`config.mk`:
```
export PLATFORM = sky130hd
export DESIGN_NAME = fetch_prefetch
export DESIGN_NICKNAME = d
export VERILOG_FILES = /design/src/rtl/bean_pkg.sv /design/src/rtl/fetch_fifo.sv /design/src/rtl/fetch_prefetch.sv
export SDC_FILE = /design/constraint.sdc
export NUM_CORES = 1
export LEC_CHECK = 0
export ABC_AREA = 1
export BUFFER_PORTS_ARGS = -buffer_cell sky130_fd_sc_hd__buf_2
export CAP_MARGIN = 15
export CELL_PAD_IN_SITES_DETAIL_PLACEMENT = 1
export CELL_PAD_IN_SITES_GLOBAL_PLACEMENT = 1
export CORE_ASPECT_RATIO = 0.6
export CORE_UTILIZATION = 35
export DETAILED_ROUTE_END_ITERATION = 10
export GPL_TIMING_DRIVEN = 0
export PLACE_DENSITY = 0.66
export SLEW_MARGIN = 20
export SYNTH_ARGS = -nofsm -noshare
export SYNTH_HDL_FRONTEND = slang
export SYNTH_SLANG_ARGS = --single-unit
```
`constraint.sdc`:
```
create_clock -name clk -period 4.1 [get_ports clk]
set_clock_uncertainty 0.1 [all_clocks]
set_input_delay 0.82 -clock clk [delete_from_list [all_inputs] [get_ports clk]]
set_output_delay 0.82 -clock clk [all_outputs]
set_load 0.02 [all_outputs]
```
`src/rtl/bean_pkg.sv`:
```
`default_nettype none
// ============================================================================
//  Module      : bean_pkg
//  Description : Shared core-wide widths, reset vector and fetch constants
//                for the BEAN RISC-V core.
//  Revision    : 1.0 - initial release
// ============================================================================
package bean_pkg;

  localparam int          XPR_LEN  = 32;
  localparam int          ILEN     = 32;
  localparam logic [31:0] RESET_PC = 32'h0000_0200;
  localparam int          PC_STEP  = 4;

  typedef logic [ILEN-1:0] inst_t;

endpackage
`default_nettype wire

```
`src/rtl/fetch_fifo.sv`:
```
`default_nettype none
// ============================================================================
//  Module      : fetch_fifo
//  Description : Synchronous FIFO holding {pc, instruction} pairs between
//                the memory response port and decode. Registered storage,
//                no write-to-read bypass; flush empties it in one cycle.
//  Revision    : 1.0 - initial release
// ============================================================================
module fetch_fifo #(
  parameter int DEPTH = 4,
  parameter int WIDTH = 64
) (
  input  logic                   clk,
  input  logic                   rst,
  input  logic                   flush,
  input  logic                   push,
  input  logic [WIDTH-1:0]       push_data,
  input  logic                   pop,
  output logic [WIDTH-1:0]       pop_data,
  output logic [$clog2(DEPTH):0] count
);

  localparam int c_aw = $clog2(DEPTH);

  logic [WIDTH-1:0] r_mem [DEPTH];
  logic [c_aw-1:0]  r_rd_ptr;
  logic [c_aw-1:0]  r_wr_ptr;
  logic [c_aw:0]    r_count;
  logic             w_push;
  logic             w_pop;

  // A flush overrides both ports; popping an empty queue is ignored.
  assign w_push = push && !flush;
  assign w_pop  = pop && !flush && (r_count != '0);

  assign pop_data = r_mem[r_rd_ptr];
  assign count    = r_count;

  // Storage, pointers and occupancy; pointers wrap naturally (DEPTH is 2^n).
  always_ff @(posedge clk) begin
    if (rst) begin
      for (int i = 0; i < DEPTH; i++) begin
        r_mem[i] <= '0;
      end
      r_rd_ptr <= '0;
      r_wr_ptr <= '0;
      r_count  <= '0;
    end else if (flush) begin
      r_rd_ptr <= '0;
      r_wr_ptr <= '0;
      r_count  <= '0;
    end else begin
      if (w_push) begin
        r_mem[r_wr_ptr] <= push_data;
        r_wr_ptr        <= r_wr_ptr + c_aw'(1);
      end
      if (w_pop) begin
        r_rd_ptr <= r_rd_ptr + c_aw'(1);
      end
      case ({w_push, w_pop})
        2'b10:   r_count <= r_count + (c_aw+1)'(1);
        2'b01:   r_count <= r_count - (c_aw+1)'(1);
        default: r_count <= r_count;
      endcase
    end
  end

endmodule
`default_nettype wire

```
`src/rtl/fetch_prefetch.sv`:
```
`default_nettype none
// ============================================================================
//  Module      : fetch_prefetch
//  Description : Instruction-fetch front end. Owns the fetch PC, issues
//                sequential word requests under a credit limit, buffers
//                in-order responses with their PCs and presents them to
//                decode. Redirects flush queued work and mark in-flight
//                requests as stale so their responses are dropped.
//  Revision    : 1.0 - initial release
// ============================================================================
module fetch_prefetch #(
  parameter int                 XPR_LEN  = bean_pkg::XPR_LEN,
  parameter int                 ILEN     = bean_pkg::ILEN,
  parameter int                 DEPTH    = 4,
  parameter logic [XPR_LEN-1:0] RESET_PC = bean_pkg::RESET_PC
) (
  input  logic               clk,
  input  logic               rst,
  input  logic               redirect_valid,
  input  logic [XPR_LEN-1:0] redirect_pc,
  output logic               imem_req_valid,
  output logic [XPR_LEN-1:0] imem_req_addr,
  input  logic               imem_req_ready,
  input  logic               imem_resp_valid,
  input  logic [ILEN-1:0]    imem_resp_data,
  output logic               inst_valid,
  output logic [XPR_LEN-1:0] inst_pc,
  output logic [ILEN-1:0]    inst_data,
  input  logic               inst_ready
);

  import bean_pkg::*;

  localparam int                     c_cnt_w = $clog2(DEPTH) + 1;
  localparam logic [XPR_LEN-1:0]     c_step  = XPR_LEN'(PC_STEP);
  localparam logic [c_cnt_w:0]       c_limit = (c_cnt_w+1)'(DEPTH);

  logic [XPR_LEN-1:0]      r_fetch_pc;
  logic [c_cnt_w-1:0]      r_live;
  logic [c_cnt_w-1:0]      r_drop;
  logic [c_cnt_w-1:0]      w_count;
  logic [c_cnt_w:0]        w_occ_queue;
  logic [c_cnt_w:0]        w_occ_mem;
  logic                    w_req_fire;
  logic                    w_resp_keep;
  logic                    w_resp_stale;
  logic                    w_push;
  logic                    w_pop;
  logic [XPR_LEN-1:0]      w_resp_pc;
  logic [XPR_LEN+ILEN-1:0] w_head;
  logic                    w_unused;

  // Low target bits are forced to zero, so they carry no information.
  assign w_unused = ^redirect_pc[1:0];

  // Credits: queue slots must cover every live request, and the memory
  // never holds more than DEPTH outstanding requests (live plus stale).
  assign w_occ_queue    = {1'b0, w_count} + {1'b0, r_live};
  assign w_occ_mem      = {1'b0, r_live}  + {1'b0, r_drop};
  assign imem_req_valid = !rst && !redirect_valid &&
                          (w_occ_queue < c_limit) && (w_occ_mem < c_limit);
  assign imem_req_addr  = r_fetch_pc;
  assign w_req_fire     = imem_req_valid && imem_req_ready;

  // Stale responses are consumed first; only fresh ones enter the queue.
  assign w_resp_stale = imem_resp_valid && (r_drop != '0);
  assign w_resp_keep  = imem_resp_valid && (r_drop == '0);
  assign w_push       = w_resp_keep && !redirect_valid;

  // Live requests are a contiguous sequential run ending just below
  // fetch_pc, so the oldest one (the one answering now) sits live words back.
  assign w_resp_pc = r_fetch_pc - (XPR_LEN'(r_live) * c_step);

  assign inst_valid = (w_count != '0) && !redirect_valid;
  assign w_pop      = inst_valid && inst_ready;
  assign {inst_pc, inst_data} = w_head;

  fetch_fifo #(
    .DEPTH (DEPTH),
    .WIDTH (XPR_LEN + ILEN)
  ) u_fetch_fifo (
    .clk       (clk),
    .rst       (rst),
    .flush     (redirect_valid),
    .push      (w_push),
    .push_data ({w_resp_pc, imem_resp_data}),
    .pop       (w_pop),
    .pop_data  (w_head),
    .count     (w_count)
  );

  // Fetch PC and the live/stale request counters.
  always_ff @(posedge clk) begin
    if (rst) begin
      r_fetch_pc <= RESET_PC;
      r_live     <= '0;
      r_drop     <= '0;
    end else if (redirect_valid) begin
      r_fetch_pc <= {redirect_pc[XPR_LEN-1:2], 2'b00};
      r_drop     <= r_drop + r_live - c_cnt_w'(imem_resp_valid);
      r_live     <= '0;
    end else begin
      if (w_req_fire) begin
        r_fetch_pc <= r_fetch_pc + c_step;
      end
      r_live <= r_live + c_cnt_w'(w_req_fire) - c_cnt_w'(w_resp_keep);
      r_drop <= r_drop - c_cnt_w'(w_resp_stale);
    end
  end

endmodule
`default_nettype wire

```
==> metrics.md, run 1 <==
| Metric | Value |
|---|---|
| Area Overhead vs Synth | 17.5% |
| Worst slew pin tran | 842 ps |
| Yosys cell types | 44 |
| Pin count of the biggest net entering global routing | 38 |
| Met2 Track Usage GR | 34.5% |
| Site Rows | 57 |
| Minimum clock period | 3980 ps |
| Post-CTS setup buffers | 0 |
| Final Slew Violations | 0 |
| Number of max-cap violations | 0 |
| H-tree depth | 1 |
| ANT cells | 0 |
| DRC Markers | 0 |
| Peak Freq | 251 MHz |
| TritonCTS buffer count | 30 |
| Fin cells | 2,394 |
| Core region area | 40,700 sq um |
| Final period utilization | 97.1% |
| Worst-path fanout max | 10 |
| Met3 Usage GRT | 2.99% |
| RePlAce Congestion | 0.907 |
| # placed instances | 2,341 |
| Layout cells sized above 1 | 15.7% |
| Worst EP arrival | 3060 ps |
| CTS tree | yes |
| Worst r2r src | r_live[1]$_SDFF_PP0_ |
| CP Capture Type | output pin |
| DP HPWL | 35.5 mm |
| Gr ovfl total | 0 |
| CP Launch Type | register |
| Via density | 5.13 |
| Clock root buffer | clkbuf_16 |
| Initial core utilization | 35.7% |
| Max VDD drop | 322 uV |
| Worst-Skew Late Latency | 580 ps |
| Most frequent cells in the layout | nor2_1, nand2_1, edfxtp_1 |
| I/O pin count | 168 |
| Vias in the first global route | 12,527 |
| GRT Total Usage | 23.4% |
| Initial antenna violation count | 0 |
| Max-Slew Margin vs Limit | 43.9% |
| Clock transition at path regs | 60 ps |
| First drt pass iteration count | 5 |
| Setup_tns | 0 ps |
| Gate Count Post-Synth | 1,643 |
| Synthesized flop and latch total | 293 |
| IO Port Bufs | 160 |
| Filler Cell Count | 4,850 |
| First-pass GRT wire length | 75.6 mm |
| Sequential share of the synthesized area | 57.5% |
| Pwr per Cell Area | 413 nW/um^2 |
| Worst min path class | in -> reg |
| Die X | 265 um |
| Top cells by area, synth | edfxtp_1, nor2_1, nand2_1 |
| Leak | 0.00705 uW |
| Power Total | 7040 uW |
| DR iter-0 viols | 954 |
| Drt total wl | 49.5 mm |
| Fin nets | 1,931 |
| Total number of vias | 12,278 |
| Grt met1 use | 37.1% |
| DP Area | 16,100 sq um |
| GRT Max-Usage Layer | met1 |
| Routed wire per std cell | 20.7 um |
| Min-delay src | redirect_pc[9] |
| Final hold vios | 0 |
| Die area | 42,300 sq um |
| CP Data Required Time | 3180 ps |
| Top cell type's share of synthesized area | 51.3% |
| Final setup viols | 0 |
| Yosys warning count | 0 |
| Synth Area per Inst | 8.84 sq um |
| Clock sink count | 293 |
| Worst path cell trace | clkbuf_2 -> clkbuf_1 -> nor2_1 -> o22ai_1 -> buf_2 |
| CP Class | reg -> out |
| RSZ-0062 raised after global routing | false |
| Area leader, netlist | edfxtp_1 |
| Synth Cell Area | 14,500 sq um |
| Worst path max stage delay | 790 ps |
| Commonest non-fill, non-tap cell in the layout | nor2_1 |
| Crit-path slowest cell | dfxtp_1 |
| Routed Antenna Nets | 0 |
| Die Span Y | 160 um |
| Outcome | complete, no violations |
| Post-route cell area | 17,100 sq um |
| Clock buffer depth | 3 |
-- sequential cells by signal (all words and copies together), names as in the netlist, named ones only --
signal and count:
u_fetch_fifo.count 3, u_fetch_fifo.r_mem 248, u_fetch_fifo.r_wr_ptr 2, u_fetch_fifo.r_rd_ptr 2, r_drop 3, r_live 3
imem_req_addr 30
-- cell families after synthesis --
kind of cell	count (synthesis)	synth area share, %
flip-flops	293	57.5
adder cells (fa/ha/maj)	20	1.93
other	1	0.0258
XOR/XNOR	18	1.09
buffers and inverters	244	7.09
AND/OR/NAND/NOR	815	22.9
AO/OA/AOI/OAI	252	9.44
-- Yosys cell counts (all sizes together) --
cell type	instances
a211oi	2
a21oi	32
a22oi	3
a31oi	4
buf	36
clkbuf	60
clkinv	2
conb	1
dfxtp	45
edfxtp	248
fa	4
ha	16
inv	146
nand2	280
nand3	67
nand3b	3
nand4	10
nor2	445
nor3	6
o211ai	1
o21a	1
o21ai	145
o21bai	1
o221ai	1
o22ai	62
or2	4
xnor2	4
xor2	14
-- report_power, final --
part | leakage [uW] | switching (uW) | total, uW | internal [uW]
registers | 0.00293 | 71.5 | 3450 | 3380
logic | 0.00367 | 622 | 887 | 265
clock network | 0.000454 | 1200 | 2700 | 1500
-- repair_timing --
| item | in CTS | in global routing |
|---|---|---|
| endpoints found under the setup margin | 13 | 22 |
| hold buffers | 0 | 0 |
| pin swaps | 0 | 0 |
| gates resized for setup | 4 | 0 |
-- cell type report --
| cell class | instances | area (sq um) | area share [%] |
|---|---|---|---|
| repair buffers | 164 | 896 | 5.25 |
| well taps | 531 | 664 | 3.90 |
| plain buffers | 95 | 474 | 2.78 |
| inverters | 148 | 559 | 3.28 |
| multi-input cells | 1109 | 5170 | 30.3 |
| flip-flops and latches | 293 | 8350 | 48.9 |
| clock inverters | 9 | 81.3 | 0.477 |
| clock buffers | 45 | 857 | 5.03 |
-- stage by stage --
| stage | util (%) | worst slack (ps) | hold WS [ps] |
|---|---|---|---|
| final | 42.0 | 120 | 391 |
| after global routing | 42.0 | 15.1 | 400 |
| after CTS | 42.0 | 35.7 | 378 |
| after detailed placement | 39.6 | 423 | 375 |
| after global placement | 39.3 | -1500 | 370 |
| after floorplan | - | 474 | 357 |
-- metal layers --
layer  part of all wire, %  vias to the layer above
met5                     0                        -
met4                   1.0                        0
met3                   5.6                       35
met2                    42                      298
met1                    51                     6103
li1                      -                     5842
-- worst max-delay path, delay by kind of cell, from the launching register on --
family | cells | cell delay [ps]
buffers and inverters | 3 | 1190
and+or+nand+nor | 1 | 110
DFF | 1 | 790
AOI/OAI and AO/OA | 1 | 370
-- worst paths after layout --
check                                          endpoint  slack (ps)  depth (start not counted)
setup / recovery                             inst_pc[9]         120                          5
hold / removal            imem_req_addr[9]$_SDFFE_PP1P_         390                          3
setup reg to reg                   r_live[2]$_SDFF_PP0_         860                         14
hold reg to reg   u_fetch_fifo.r_rd_ptr[1]$_SDFFE_PP0P_         390                          1
Note: power is estimated with default switching activity, not from simulation.
==> run 2, diff against run 1 <==
Settings changed: BUFFER_PORTS_ARGS -buffer_cell sky130_fd_sc_hd__buf_2 to unset, CORE_UTILIZATION 35 to 49, DONT_BUFFER_PORTS set to 1, PLACE_DENSITY 0.66 to 0.81.
==> run 2 against run 1 <==
- routed wire length fell by 3.7%
- sequential share of layout area rose by 2.8 points
- critical path depth fell by 1
- global-route usage rose by 7.9 points
- total power rose by 0.72%
- register-to-register slack got worse by 140 ps
- hold slack got worse by 68 ps
- setup slack got worse by 7.9 ps
- utilization rose by 14 points
- critical endpoint is now inst_pc[24]
==> metrics.md, run 2 (synthesis gave the netlist of run 1 again) <==
| Metric | Value |
|---|---|
| # placed instances | 2,050 |
| I/O pin count | 168 |
| Power Total | 7090 uW |
| Clock sink count | 293 |
| CP Launch Type | register |
| Clock transition at path regs | 60 ps |
| Leak | 0.00638 uW |
| H-tree depth | 1 |
| Worst min path class | in -> reg |
| DP Area | 15,200 sq um |
| Pre-CTS setup slack | 496 ps |
| Number of max-cap violations | 0 |
| DRC Markers | 0 |
| Final hold vios | 0 |
| Minimum clock period | 3990 ps |
| Part of the power in the clock network | 39.7% |
| Routed Antenna Nets | 0 |
| Crit-path slowest cell | dfxtp_1 |
| RSZ-0062 raised after global routing | false |
| Commonest non-fill, non-tap cell in the layout | nor2_1 |
| Most frequent cells in the layout | nor2_1, nand2_1, edfxtp_1 |
| Initial core utilization | 50.2% |
| Post-route cell area | 16,100 sq um |
| Site Rows | 48 |
| Filler Cell Count | 3,378 |
| Core region area | 28,900 sq um |
| DP HPWL | 33.6 mm |
| Final setup viols | 0 |
| Pint | 5200 uW |
| Fin cells | 2,102 |
| Die Span Y | 135 um |
| CP Capture Type | output pin |
| First drt pass iteration count | 5 |
| Worst path max stage delay | 690 ps |
| Worst path cell trace | clkbuf_1 -> clkbuf_1 -> nor2_1 -> o22ai_1 |
| CP Data Required Time | 3180 ps |
| DR iter-0 viols | 1,142 |
| CP Class | reg -> out |
| Layout cells sized above 1 | 7.93% |
| First-pass GRT wire length | 71.6 mm |
| Fin nets | 1,770 |
| TritonCTS buffer count | 29 |
| Vias in the first global route | 12,110 |
| Via density | 5.73 |
| Total number of vias | 12,046 |
| ANT cells | 0 |
| Worst slew pin tran | 877 ps |
| Most frequent CP cell | clkbuf_1 |
| Max reg flops | 248 |
| Setup_tns | 0 ps |
| Final period utilization | 97.3% |
| Critical path buffers and inverters | 2 |
| Outcome | complete, no violations |
| Worst-path fanout max | 10 |
| Sw power | 1890 uW |
| Final Slew Violations | 0 |
| Biggest register | u_fetch_fifo.r_mem |
| Die X | 224 um |
| Die area | 30,300 sq um |
| Peak Freq | 251 MHz |
| Gr ovfl total | 0 |
| Pin count of the biggest net entering global routing | 49 |
| Max VDD drop | 323 uV |
| Clock root buffer | clkbuf_16 |
| Combinational Power Share | 11.1% |
| Initial antenna violation count | 0 |
| CTS tree | yes |
| GRT Total Usage | 31.3% |
| Routed wire per std cell | 22.7 um |
| CTS Hold Bufs | 0 |
| Drt total wl | 47.6 mm |
| Max-Slew Margin vs Limit | 41.5% |
| Worst EP arrival | 3070 ps |
| Worst-Skew Late Latency | 580 ps |
| Worst Slack Setup Final | 112 ps |
| Area Overhead vs Synth | 11.2% |
| Sequential share of power | 49.2% |
| IO Port Bufs | 0 |
| R2R setup slack | 720 ps |
| Delay-heaviest family, CP | buffers and inverters |
| Clock buffer depth | 3 |
| Sw Share | 26.6% |
| Pwr per Cell Area | 439 nW/um^2 |
| RePlAce Congestion | 0.928 |
run 2: cell type report:
type                       instances  area (sq um)  area share, %
sequential                       293          8350           51.7
multi-input combinational       1109          5180           32.1
clock buffer                      32           737           4.56
inverter                         148           559           3.46
tap                              400           500           3.10
buffer                            95           472           2.92
clock inverter                    21           238           1.47
timing repair buffer               4           110          0.682
run 2: timing repair:
action,in CTS,in global routing
buffers inserted,0,0
cloned,0,0
resized for setup,2,1
setup endpoints to repair,21,1
run 2: power groups by stage:
stage	Clock [uW]	Sequential (uW)	Combinational, uW
2_1_floorplan	0	3520	531
3_3_place_gp	0	3550	717
3_5_place_dp	0	3550	768
4_1_cts	2830	3490	779
5_1_grt	2930	3500	855
6_report	2820	3490	786
run 2: worst paths after layout:
path,to,start,cells after the start
max,inst_pc[24],register,4
min,imem_req_addr[10]$_SDFFE_PP0P_,redirect_pc[10],2
max reg2reg,r_live[2]$_SDFF_PP0_,r_live[1]$_SDFF_PP0_,14
min reg2reg,u_fetch_fifo.r_rd_ptr[1]$_SDFFE_PP0P_,u_fetch_fifo.r_rd_ptr[1]$_SDFFE_PP0P_,1
run 2: stage by stage:
step	util [%]	hold WS, ps
finish	55.8	324
global route	55.8	321
CTS	55.8	302
detailed placement	52.4	410
global placement	51.9	370
floorplan	-	357
run 2: routing by layer:
layer / vias to the layer above / track usage, % / share of wire, %
li1: 5502 / - / -
met1: 6003 / 46.0 / 45
met2: 483 / 48.0 / 45
met3: 58 / 6.12 / 8.5
met4: 0 / 6.50 / 1.8
met5: - / 0 / 0
